File: src/rtl/byteen_regfile.sv
// Byte-lane-masked register bank: per-lane writes, dirty tracking, bulk clear, range-error flags.
// Read latency 1 cycle with same-edge write forwarding; no backpressure, every request is accepted.
module byteen_regfile #(
    parameter int DATA_W = 16,
    parameter int DEPTH  = 4,
    parameter int ADDR_W = 2
) (
    input  logic              clk,
    input  logic              resetn,
    input  logic              wr_en,
    input  logic [ADDR_W-1:0] wr_addr,
    input  logic [DATA_W/8-1:0] wr_byteena,
    input  logic [DATA_W-1:0] wr_data,
    input  logic              rd_en,
    input  logic [ADDR_W-1:0] rd_addr,
    output logic [DATA_W-1:0] rd_data,
    output logic              rd_valid,
    input  logic              clr,
    input  logic [DEPTH-1:0]  dirty_clr,
    output logic [DEPTH-1:0]  dirty,
    output logic              wr_err,
    output logic              rd_err
);

    localparam int NB = DATA_W / 8;
    localparam logic [ADDR_W:0] DEPTH_L = (ADDR_W + 1)'(DEPTH);

    logic [DEPTH-1:0][DATA_W-1:0] mem_q, mem_d;
    logic [DEPTH-1:0]             dirty_q, dirty_d;
    logic [DATA_W-1:0]            rd_data_q, rd_data_d;
    logic                         rd_valid_q, rd_valid_d;
    logic                         rd_err_q, rd_err_d;
    logic                         wr_err_q, wr_err_d;

    always_comb begin
        mem_d      = mem_q;
        dirty_d    = dirty_q & ~dirty_clr;
        rd_data_d  = rd_data_q;
        rd_valid_d = rd_en;
        rd_err_d   = rd_en && ({1'b0, rd_addr} >= DEPTH_L);
        wr_err_d   = wr_en && ({1'b0, wr_addr} >= DEPTH_L);

        for (int k = 0; k < DEPTH; k++) begin
            if (wr_en && (wr_addr == ADDR_W'(k)) && (|wr_byteena)) begin
                dirty_d[k] = 1'b1;
                for (int i = 0; i < NB; i++) begin
                    if (wr_byteena[i]) begin
                        mem_d[k][8*i +: 8] = wr_data[8*i +: 8];
                    end
                end
            end
        end

        if (clr) begin
            mem_d   = '0;
            dirty_d = '0;
        end

        // Reading the post-write/post-clear image gives per-lane forwarding for free.
        if (rd_en) begin
            rd_data_d = '0;
            for (int k = 0; k < DEPTH; k++) begin
                if (rd_addr == ADDR_W'(k)) begin
                    rd_data_d = mem_d[k];
                end
            end
        end
    end

    always_ff @(posedge clk or negedge resetn) begin
        if (!resetn) begin
            mem_q      <= '0;
            dirty_q    <= '0;
            rd_data_q  <= '0;
            rd_valid_q <= 1'b0;
            rd_err_q   <= 1'b0;
            wr_err_q   <= 1'b0;
        end else begin
            mem_q      <= mem_d;
            dirty_q    <= dirty_d;
            rd_data_q  <= rd_data_d;
            rd_valid_q <= rd_valid_d;
            rd_err_q   <= rd_err_d;
            wr_err_q   <= wr_err_d;
        end
    end

    assign rd_data  = rd_data_q;
    assign rd_valid = rd_valid_q;
    assign rd_err   = rd_err_q;
    assign wr_err   = wr_err_q;
    assign dirty    = dirty_q;

endmodule

File: config.mk
export PLATFORM = sky130hd
export DESIGN_NAME = byteen_regfile
export DESIGN_NICKNAME = d
export VERILOG_FILES = /design/src/rtl/byteen_regfile.sv
export SDC_FILE = /design/constraint.sdc
export NUM_CORES = 1
export LEC_CHECK = 0
export CORE_MARGIN = 4
export CORE_UTILIZATION = 50
export DETAILED_ROUTE_END_ITERATION = 8
export PLACE_DENSITY = 0.74
export SKIP_LAST_GASP = 1
export SLEW_MARGIN = 20
export SYNTH_ARGS = -nofsm -noshare
export SYNTH_HDL_FRONTEND = slang
export SYNTH_SLANG_ARGS = --single-unit
File: constraint.sdc
create_clock -name clk -period 2.8 [get_ports clk]
set_input_delay 0.56 -clock clk [delete_from_list [all_inputs] [get_ports clk]]
set_output_delay 0.56 -clock clk [all_outputs]
set_load 0.01 [all_outputs]
==> impl_metrics.csv <==
group,metric,value,unit
timing,period_needed,2.186,ns
synthesis,yosys.area.top_type,"dfrtp_1",
clock_network,cts_max_level,3,
layout,design_area,4589,um^2
grt,grt_pass1_wl,14020,um
worst_setup_path,r2r_start,"mem_q[38]$_DFF_PN0_",
synthesis,ys_warn_count,0,
power,totalPowerFinal,2.370,mW
timing,rsz0062_at_grt,"no",
timing,fmax,457.6,MHz
placed_design,pre_cts_slack,0.2544,ns
floorplan,die_w,96.29,um
worst_setup_path,path_max_fanout,12,
worst_setup_path,reg2reg_depth,3,
floorplan,ios,54,
timing,hold_viol_final,0,
clock_network,clkSlewWorstSetupHoldPaths,0.09,ns
grt,antenna_found_initial,0,
synthesis,synth_edf_count,0,
floorplan,dieHeight,96.29,um
synthesis,synth_area,3897,um^2
layout,syn_to_final_growth,17.75,%
worst_setup_path,startpoint_type,"input pin",
timing,max_slew_margin,54.30,%
timing,holdWs,0.1457,ns
clock_network,cts_setup_buffers,0,
power,p_per_area,516.4,nW/um^2
grt,use_met1,27.29,%
grt,grt_max_degree,64,
synthesis,synth_top_cell_area_share,54.57,%
timing,tightest_slew,0.6854,ns
job,maxCapViolCount,0,
placed_design,placed_area,4422,um^2
worst_setup_path,arrival,2.42,ns
detailed_routing,wl_per_cell,17.80,um
clock_network,cts-root-buf,"clkbuf_8",
clock_network,cts_sinks,85,
worst_setup_path,r2r-end,"rd_data[6]$_DFFE_PN0P_",
clock_network,cts_tree,"done",
clock_network,cts_resized,0,
synthesis,synth_seq_cells,85,
layout,nNetsFinal,409,
grt,grt_pass1_vias,2793,
timing,final_max_slew_viol_count,0,
detailed_routing,vias_per_cell,5.686,
grt,grt_overflow,0,
detailed_routing,ant_nets,0,
floorplan,rows,31,
synthesis,syn_inst,334,
worst_setup_path,r2r_slack,1.70,ns
floorplan,die_area,9272,um^2
placed_design,placedCellCount,466,
floorplan,initial_core_util,52.61,%
layout,num_antenna_cells,0,
timing,tns,0,ns
run_status,status,"completed",
grt,use_met2,32.72,%
clock_network,cts_buffer_depth,2,
layout,drive_gt1_share,9.162,%
clock_network,cts_hold_buf,0,
timing,fin_crit_sh,78.05,%
grt,grt_usage,20.05,%
layout,fin_cells,481,
timing,final-setup-viol-count,0,
grt,grt_busiest_layer,"met2",
power,peakVddDrop,356.9,uV
detailed_routing,dr.first_iter.drc_count,136,
timing,skew,0.01175,ns
placed_design,gp_congestion,0.7936,
worst_hold_path,min_path_type,"in -> async",
clock_network,cts_buffers,9,
synthesis,ys.flop_type,"dfrtp_1",
grt,grtUsageMet3,4.222,%
floorplan,design.core.area,7408,um^2
worst_setup_path,end_kind,"register",
clock_network,clock_latency,0.35,ns
worst_setup_path,cp.required,3.03,ns
worst_setup_path,crit_type,"in -> reg",
detailed_routing,drcViolationCount,0,
detailed_routing,drtPass1Iterations,4,
placed_design,hpwl,5605,um
detailed_routing,routed_wl,8561,um
placed_design,io_buffers,51,
power,p_leak,2.267,nW
layout,final_util,61.95,%
synthesis,async_flop_share,100.0,%
synthesis,synth_area_leaders,"dfrtp_1, mux2i_1, nor2_1",
synthesis,synth_seq_area_share,54.57,%
timing,fin_ws,0.6145,ns
synthesis,avgSynthCellArea,11.67,um^2
synthesis,synthDistinctLibCells,36,
detailed_routing,vias,2735,
## how the worst max path moves through the flow
stage          slack [ns]        from                endpoint  cells after the start
3_3_place_gp         0.33  wr_addr[1]  rd_data[1]$_DFFE_PN0P_                      5
2_1_floorplan        1.09       wr_en  rd_data[1]$_DFFE_PN0P_                      6
4_1_cts              0.62  wr_addr[1]  rd_data[6]$_DFFE_PN0P_                      5
6_report             0.61  wr_addr[1]  rd_data[6]$_DFFE_PN0P_                      5
3_5_place_dp         0.25  wr_addr[1]  rd_data[6]$_DFFE_PN0P_                      5
5_1_grt              0.46  wr_addr[1]  rd_data[6]$_DFFE_PN0P_                      5
## power breakdown
part / total (mW) / switching [mW] / internal, mW / leakage (nW)
Sequential: 1.29 / 0.0197 / 1.27 / 1.15
Clock: 0.766 / 0.424 / 0.343 / 0.0747
Combinational: 0.315 / 0.167 / 0.148 / 1.04
Total: 2.37 / 0.610 / 1.76 / 2.27
## cell type report
cell class                      instances  area, um^2
Fill cell                             630        2819
Clock inverter                          3       22.52
Clock buffer                           12       145.1
Tap cell                               99       123.9
Timing Repair Buffer                   61       590.6
Sequential cell                        85        2127
Multi-Input combinational cell        217        1565
Inverter                                4       15.01
## synth_stat cells, drive strengths merged (5+ instances only)
master / n
o32ai: 5
clkbuf: 8
o221a: 8
o221ai: 7
dfrtp: 85
nor2: 68
o21bai: 15
mux2i: 64
o22a: 7
buf: 21
o22ai: 11
## registers in the layout (all words and copies together) (netlist names)
name      flops
dirty         4
rd_data      16
rd_valid      1
mem_q        64
## cells by family (layout without fill, tap and decap cells)
| family | count (synthesis) | after routing | share of synthesized area [%] |
|---|---|---|---|
| multiplexers | 64 | 64 | 16.44 |
| buffers and inverters | 33 | 80 | 5.361 |
| flip-flops | 85 | 85 | 54.57 |
| other | 1 | 2 | 0.09622 |
| AND/OR/NAND/NOR | 88 | 88 | 10.50 |
| AO/OA/AOI/OAI | 63 | 63 | 13.03 |
## layer usage
layer | up-vias | part of all wire [%]
met4 | 0 | 0.88
met5 | - | 0
met1 | 1370 | 46
met2 | 74 | 47
li1 | 1284 | -
met3 | 7 | 5.7
## cells in the final DEF (no fill, tap or decap), drive strengths merged, types with 2 or more instances in the layout
master / netlist / routed
o22a: 7 / 7
conb: 1 / 2
o32ai: 5 / 5
buf: 21 / 12
and4bb: 2 / 2
o221ai: 7 / 7
o311ai: 3 / 3
clkdlybuf4s50: 0 / 49
mux2i: 64 / 64
o21bai: 15 / 15
o221a: 8 / 8
nand4: 2 / 2
nand4b: 4 / 4
clkinvlp: 0 / 3
or3: 4 / 4
nor2: 68 / 68
dfrtp: 85 / 85
o22ai: 11 / 11
a21oi: 4 / 4
inv: 4 / 4
nand2: 2 / 2
clkbuf: 8 / 12
## worst max-delay path, cell delays in order
cell and delay, ns:
clkdlybuf4s50_1 0.59, and4bb_2 0.60, mux2i_1 0.28, o21bai_1 0.11, o221a_2 0.27
Note: power is estimated with default switching activity, not from simulation.
==> patch 1: new RTL, same flow settings <==
Register the output `rd_data` once more, cleared by the reset; this adds one clock of latency there. The other outputs are not delayed to match.
--- a/src/rtl/byteen_regfile.sv
+++ b/src/rtl/byteen_regfile.sv
@@ -87,3 +87,9 @@
 
-    assign rd_data  = rd_data_q;
+    always_ff @(posedge clk or negedge resetn) begin
+        if (!resetn) begin
+            rd_data <= '0;
+        end else begin
+            rd_data <= rd_data_q;
+        end
+    end
     assign rd_valid = rd_valid_q;
Behaviour: not the same (Yosys sat finds a counterexample within 4 cycles, from zero or initial values and one cycle with resetn low).
==> patch 1 against the original RTL <==
- wire length grew 6.2%
- setup slack gained 0.0019 ns
- largest cell class unchanged
- die area grew 9.4%
- combinational power grew 3%
- total power grew 19%
- design area grew 10%
- final cell count grew 5.8%
- synthesized area grew 10%
- sequential cell count grew 16
- count of clock-buffer cells in the layout grew 1
- critical path depth is the same
==> patch 1: results (changes against the original RTL) <==
| Metric | Value |
|---|---|
| Most frequent cells after synthesis | dfrtp_1 (101), nor2_1 (68), mux2i_1 (64), o21bai_1 (15), o22ai_1 (11) |
| GPL Wtd Cong | 0.771 (-2.8%) |
| Share of post-route cells with drive strength above 1 | 10.4% (+1.2 points) |
| Status | completed |
| WL/cell | 17.9 µm (+0.40%) |
| CTS Root Cell | clkbuf_8 |
| NumNets Final | 430 (+5.1%) |
| Synth area leaders | dfrtp_1 (59%), mux2i_1 (15%), nor2_1 (5.9%), o21bai_1 (2.6%), o22ai_1 (1.6%) |
| DP Worst Slack | 0.256 ns (+0.00176 ns) |
| Detailed Place HPWL | 6000 µm (+7.1%) |
| Biggest regs | mem_q x64, rd_data x16, rd_data_q x16 |
| Num CTS Buffers | 9 (unchanged) |
| Leak | 2.51 nW (+11%) |
| Total track usage | 19.2% (-0.84 points) |
| Mux share of post-synthesis cell area | 14.9% (-1.5 points) |
| Iter 0 DRT Violations | 115 (-15%) |
| Compound-Gate Fraction of Synth Area | 11.8% (-1.2 points) |
| Largest net degree at the start of global routing | 48 (-25%) |
| Post-synthesis sequential area ratio | 58.8% (+4.2 points) |
| Worst-case vdd ir drop | 0.367 mV (+2.7%) |
| Met3 WL | 546 µm (+11%) |
| Vias in the first global route | 2,996 (+7.3%) |
| # fillers | 686 (+8.9%) |
| Worst Hold Class | input port to asynchronous set/reset pin |
| Met2 WL | 4380 µm (+8.8%) |
| Actual slew at the worst max-slew pin | 0.677 ns (-0.00826 ns) |
| Detailed-route via count | 2,898 (+6.0%) |
| Met1 WL | 4030 µm (+1.5%) |
| First-pass GRT wire length | 15,200 µm (+8.1%) |
| Clock skew | 0.00889 ns (-0.00287 ns) |
-- patch 1: cell types whose count changed in the layout (fill, tap and decap cells not counted), sizes merged --
cell,delta
dfrtp,+16
buf,+5
clkinvlp,-2
bufinv,+1
clkbuf,+1
clkinv,+1
-- patch 1: routing by layer --
layer,global-route usage [%],up-vias
met4,6.01,0
li1,-,1336
met3,5.05,14
met2,30.5,87
met5,0,-
met1,25.9,1461
-- patch 1: final timing paths --
path | to | slack [ns] | depth (start not counted)
max reg2reg | rd_data_q[6]$_DFFE_PN0P_ | 1.75 | 3
max | rd_data_q[5]$_DFFE_PN0P_ | 0.62 | 5
min in group clk | rd_data[14]$_DFF_PN0_ | 0.38 | 0
min | dirty[0]$_DFF_PN0_ | 0.20 | 1
max in group asynchronous | rd_data[15]$_DFF_PN0_ | 1.87 | 2
min reg2reg | rd_data[14]$_DFF_PN0_ | 0.38 | 0
-- patch 1: worst max-delay path: stages --
cell and delay (ns):
clkdlybuf4s50_1 0.61, and4bb_2 0.61, mux2i_1 0.30, o21bai_1 0.11
o221a_2 0.24
-- patch 1: where the power goes --
| group | switching [mW] | internal, mW | leakage, nW |
|---|---|---|---|
| clock network | 0.461 | 0.486 | 0.106 |
| registers | 0.0248 | 1.52 | 1.35 |
| logic | 0.173 | 0.150 | 1.06 |
| total | 0.659 | 2.16 | 2.51 |
-- patch 1: metrics by stage --
stage               power (mW)  instance area (µm²)  util [%]  std cells
floorplan                 1.73                 4300         -        351
global placement          1.89                 4850      58.5        493
detailed placement        1.90                 4850      58.5        493
CTS                       2.85                 5070      61.0        509
global route              2.94                 5070      61.0        509
finish                    2.82                 5070      61.0        509
-- patch 1: cells by family (layout without fill, tap and decap cells) --
group                  count (synthesis)  in the layout
AOI/OAI and AO/OA                     63             63
buffers and inverters                 33             86
DFF                                  101            101
muxes                                 64             64
other                                  1              2
and+or+nand+nor                       88             88
-- patch 1: cell type report --
type,instances,share of cell area [%]
Clock buffer,13,3.33
Clock inverter,3,0.840
Timing Repair Buffer,66,12.2
Multi-Input combinational cell,217,30.9
Inverter,4,0.296
Tap cell,105,2.59
Sequential cell,101,49.9
==> patch 2: new RTL, config.mk and constraints unchanged <==
Made on the original files. `ADDR_W`: 2 -> 3.
--- a/src/rtl/byteen_regfile.sv
+++ b/src/rtl/byteen_regfile.sv
@@ -5,3 +5,3 @@
     parameter int DEPTH  = 4,
-    parameter int ADDR_W = 2
+    parameter int ADDR_W = 3
 ) (
Ports: changed (resized rd_addr and wr_addr); port bits go from 54 to 56. No check against the original RTL was run, so the function may have changed too.
==> patch 2 against the original RTL <==
- total power is 8.1% higher
- sequential cell count grew 2
- setup slack better by 0.039 ns
- final cell count is 6.7% higher
- critical path depth increased by 1
- synthesized area grew 0.55%
- wire length increased by 8.1%
- die area up 0.50%
- non-clock buffer count increased by 4
- sequential share of layout area decreased by 1.1 points
- via count grew 7.0%
- design area is 4.8% higher
- critical path type unchanged
==> patch 2: results (changes against the original RTL) <==
| Metric | Value |
|---|---|
| Arrival @ worst endpoint | 2.38 ns (-0.04 ns) |
| Post-synthesis sequential area ratio | 55.6% (+0.98 points) |
| CP Max Fanout | 8 (-4) |
| Synth area leaders | dfrtp_1 (56%), mux2i_1 (16%), nor2_1 (6.3%), a31o_1 (3.6%), o221ai_1 (3.6%) |
| Share of post-route cells with drive strength above 1 | 9.25% (+0.083 points) |
| GPL Wtd Cong | 0.750 (-5.5%) |
| Post-Place Cells | 497 (+6.7%) |
| Worst-case vdd ir drop | 0.361 mV (+1.3%) |
| Via-to-Cell Ratio | 5.71 (+0.34%) |
| Most frequent cells after synthesis | dfrtp_1 (87), nor2_1 (66), mux2i_1 (64), o21ai_0 (20), clkbuf_1 (18) |
| Placed Area | 4580 µm² (+3.5%) |
| Total track usage | 21.1% (+1.0 points) |
| NumNets Final | 439 (+7.3%) |
| Synth cell types | 26 (-28%) |
| Largest net degree at the start of global routing | 88 (+38%) |
| End of the critical path | rd_data[0]$_DFFE_PN0P_ |
| Syn_area_per_cell | 11.1 µm² (-4.6%) |
| Clock Latency Late Sink | 0.35 ns (about the same) |
| # fillers | 665 (+5.6%) |
| Leak | 2.36 nW (+4.3%) |
| Detailed-route via count | 2,927 (+7.0%) |
| PortBufs | 55 (+7.8%) |
| CP peak stage delay | 0.50 ns (-0.10 ns) |
| First-pass GRT wire length | 14,900 µm (+6.1%) |
| Crit-path slowest cell | clkdlybuf4s50_1 |
| Actual slew at the worst max-slew pin | 0.495 ns (-0.191 ns) |
| Iter 0 DRT Violations | 209 (+54%) |
| DP Worst Slack | 0.280 ns (+0.0255 ns) |
| Reg2Reg Depth | 3 (unchanged) |
| Max Freq | 466 MHz (+1.8%) |
| Status | completed |
| Clock skew | 0.00787 ns (-0.00388 ns) |
| CP delay by family, top | simple AND/OR/NAND/NOR gates |
| Critical R2R Launch | mem_q[24]$_DFF_PN0_ |
| Detailed Place HPWL | 5560 µm (-0.74%) |
| CP startpoint | wr_addr[2] |
| Num CTS Buffers | 9 (unchanged) |
| Crit path launch type | input port |
| Aggregate routed wire length | 9250 µm (+8.1%) |
| Worst r2r dst | rd_data[8]$_DFFE_PN0P_ |
==> patch 2: stage by stage <==
stage	total power [mW]	hold slack, ns
4_1_cts	2.58	0.248
3_5_place_dp	1.59	0.503
3_3_place_gp	1.59	0.495
5_1_grt	2.66	0.261
6_report	2.56	0.210
2_1_floorplan	1.43	0.264
==> patch 2: routing by layer <==
| layer | up-vias | share of wire (%) | GRT usage (%) |
|---|---|---|---|
| li1 | 1354 | - | - |
| met1 | 1453 | 45 | 32.8 |
| met2 | 114 | 46 | 30.9 |
| met3 | 6 | 7.7 | 3.87 |
| met4 | 0 | 0.48 | 4.21 |
| met5 | - | 0 | 0 |
==> patch 2: logic make-up after synthesis <==
kind of cell | Yosys count | synth area share (%)
mux | 64 | 16.3
flops | 87 | 55.6
simple gates | 90 | 11.0
buf+inv | 38 | 4.09
compound gates | 73 | 13.0
==> patch 2: cell type report <==
class / count / area, µm² / area share, %
clock inverter: 5 / 80.1 / 1.67
timing repair buffer: 65 / 631 / 13.1
tap: 102 / 128 / 2.65
clock buffer: 11 / 151 / 3.15
sequential: 87 / 2180 / 45.3
inverter: 16 / 60.1 / 1.25
multi-input combinational: 227 / 1580 / 32.9
==> patch 2: where the power goes <==
group / switching [mW] / internal (mW) / leakage [nW]
clock network: 0.447 / 0.550 / 0.112
logic: 0.149 / 0.121 / 1.05
registers: 0.0125 / 1.28 / 1.20
total: 0.609 / 1.95 / 2.36
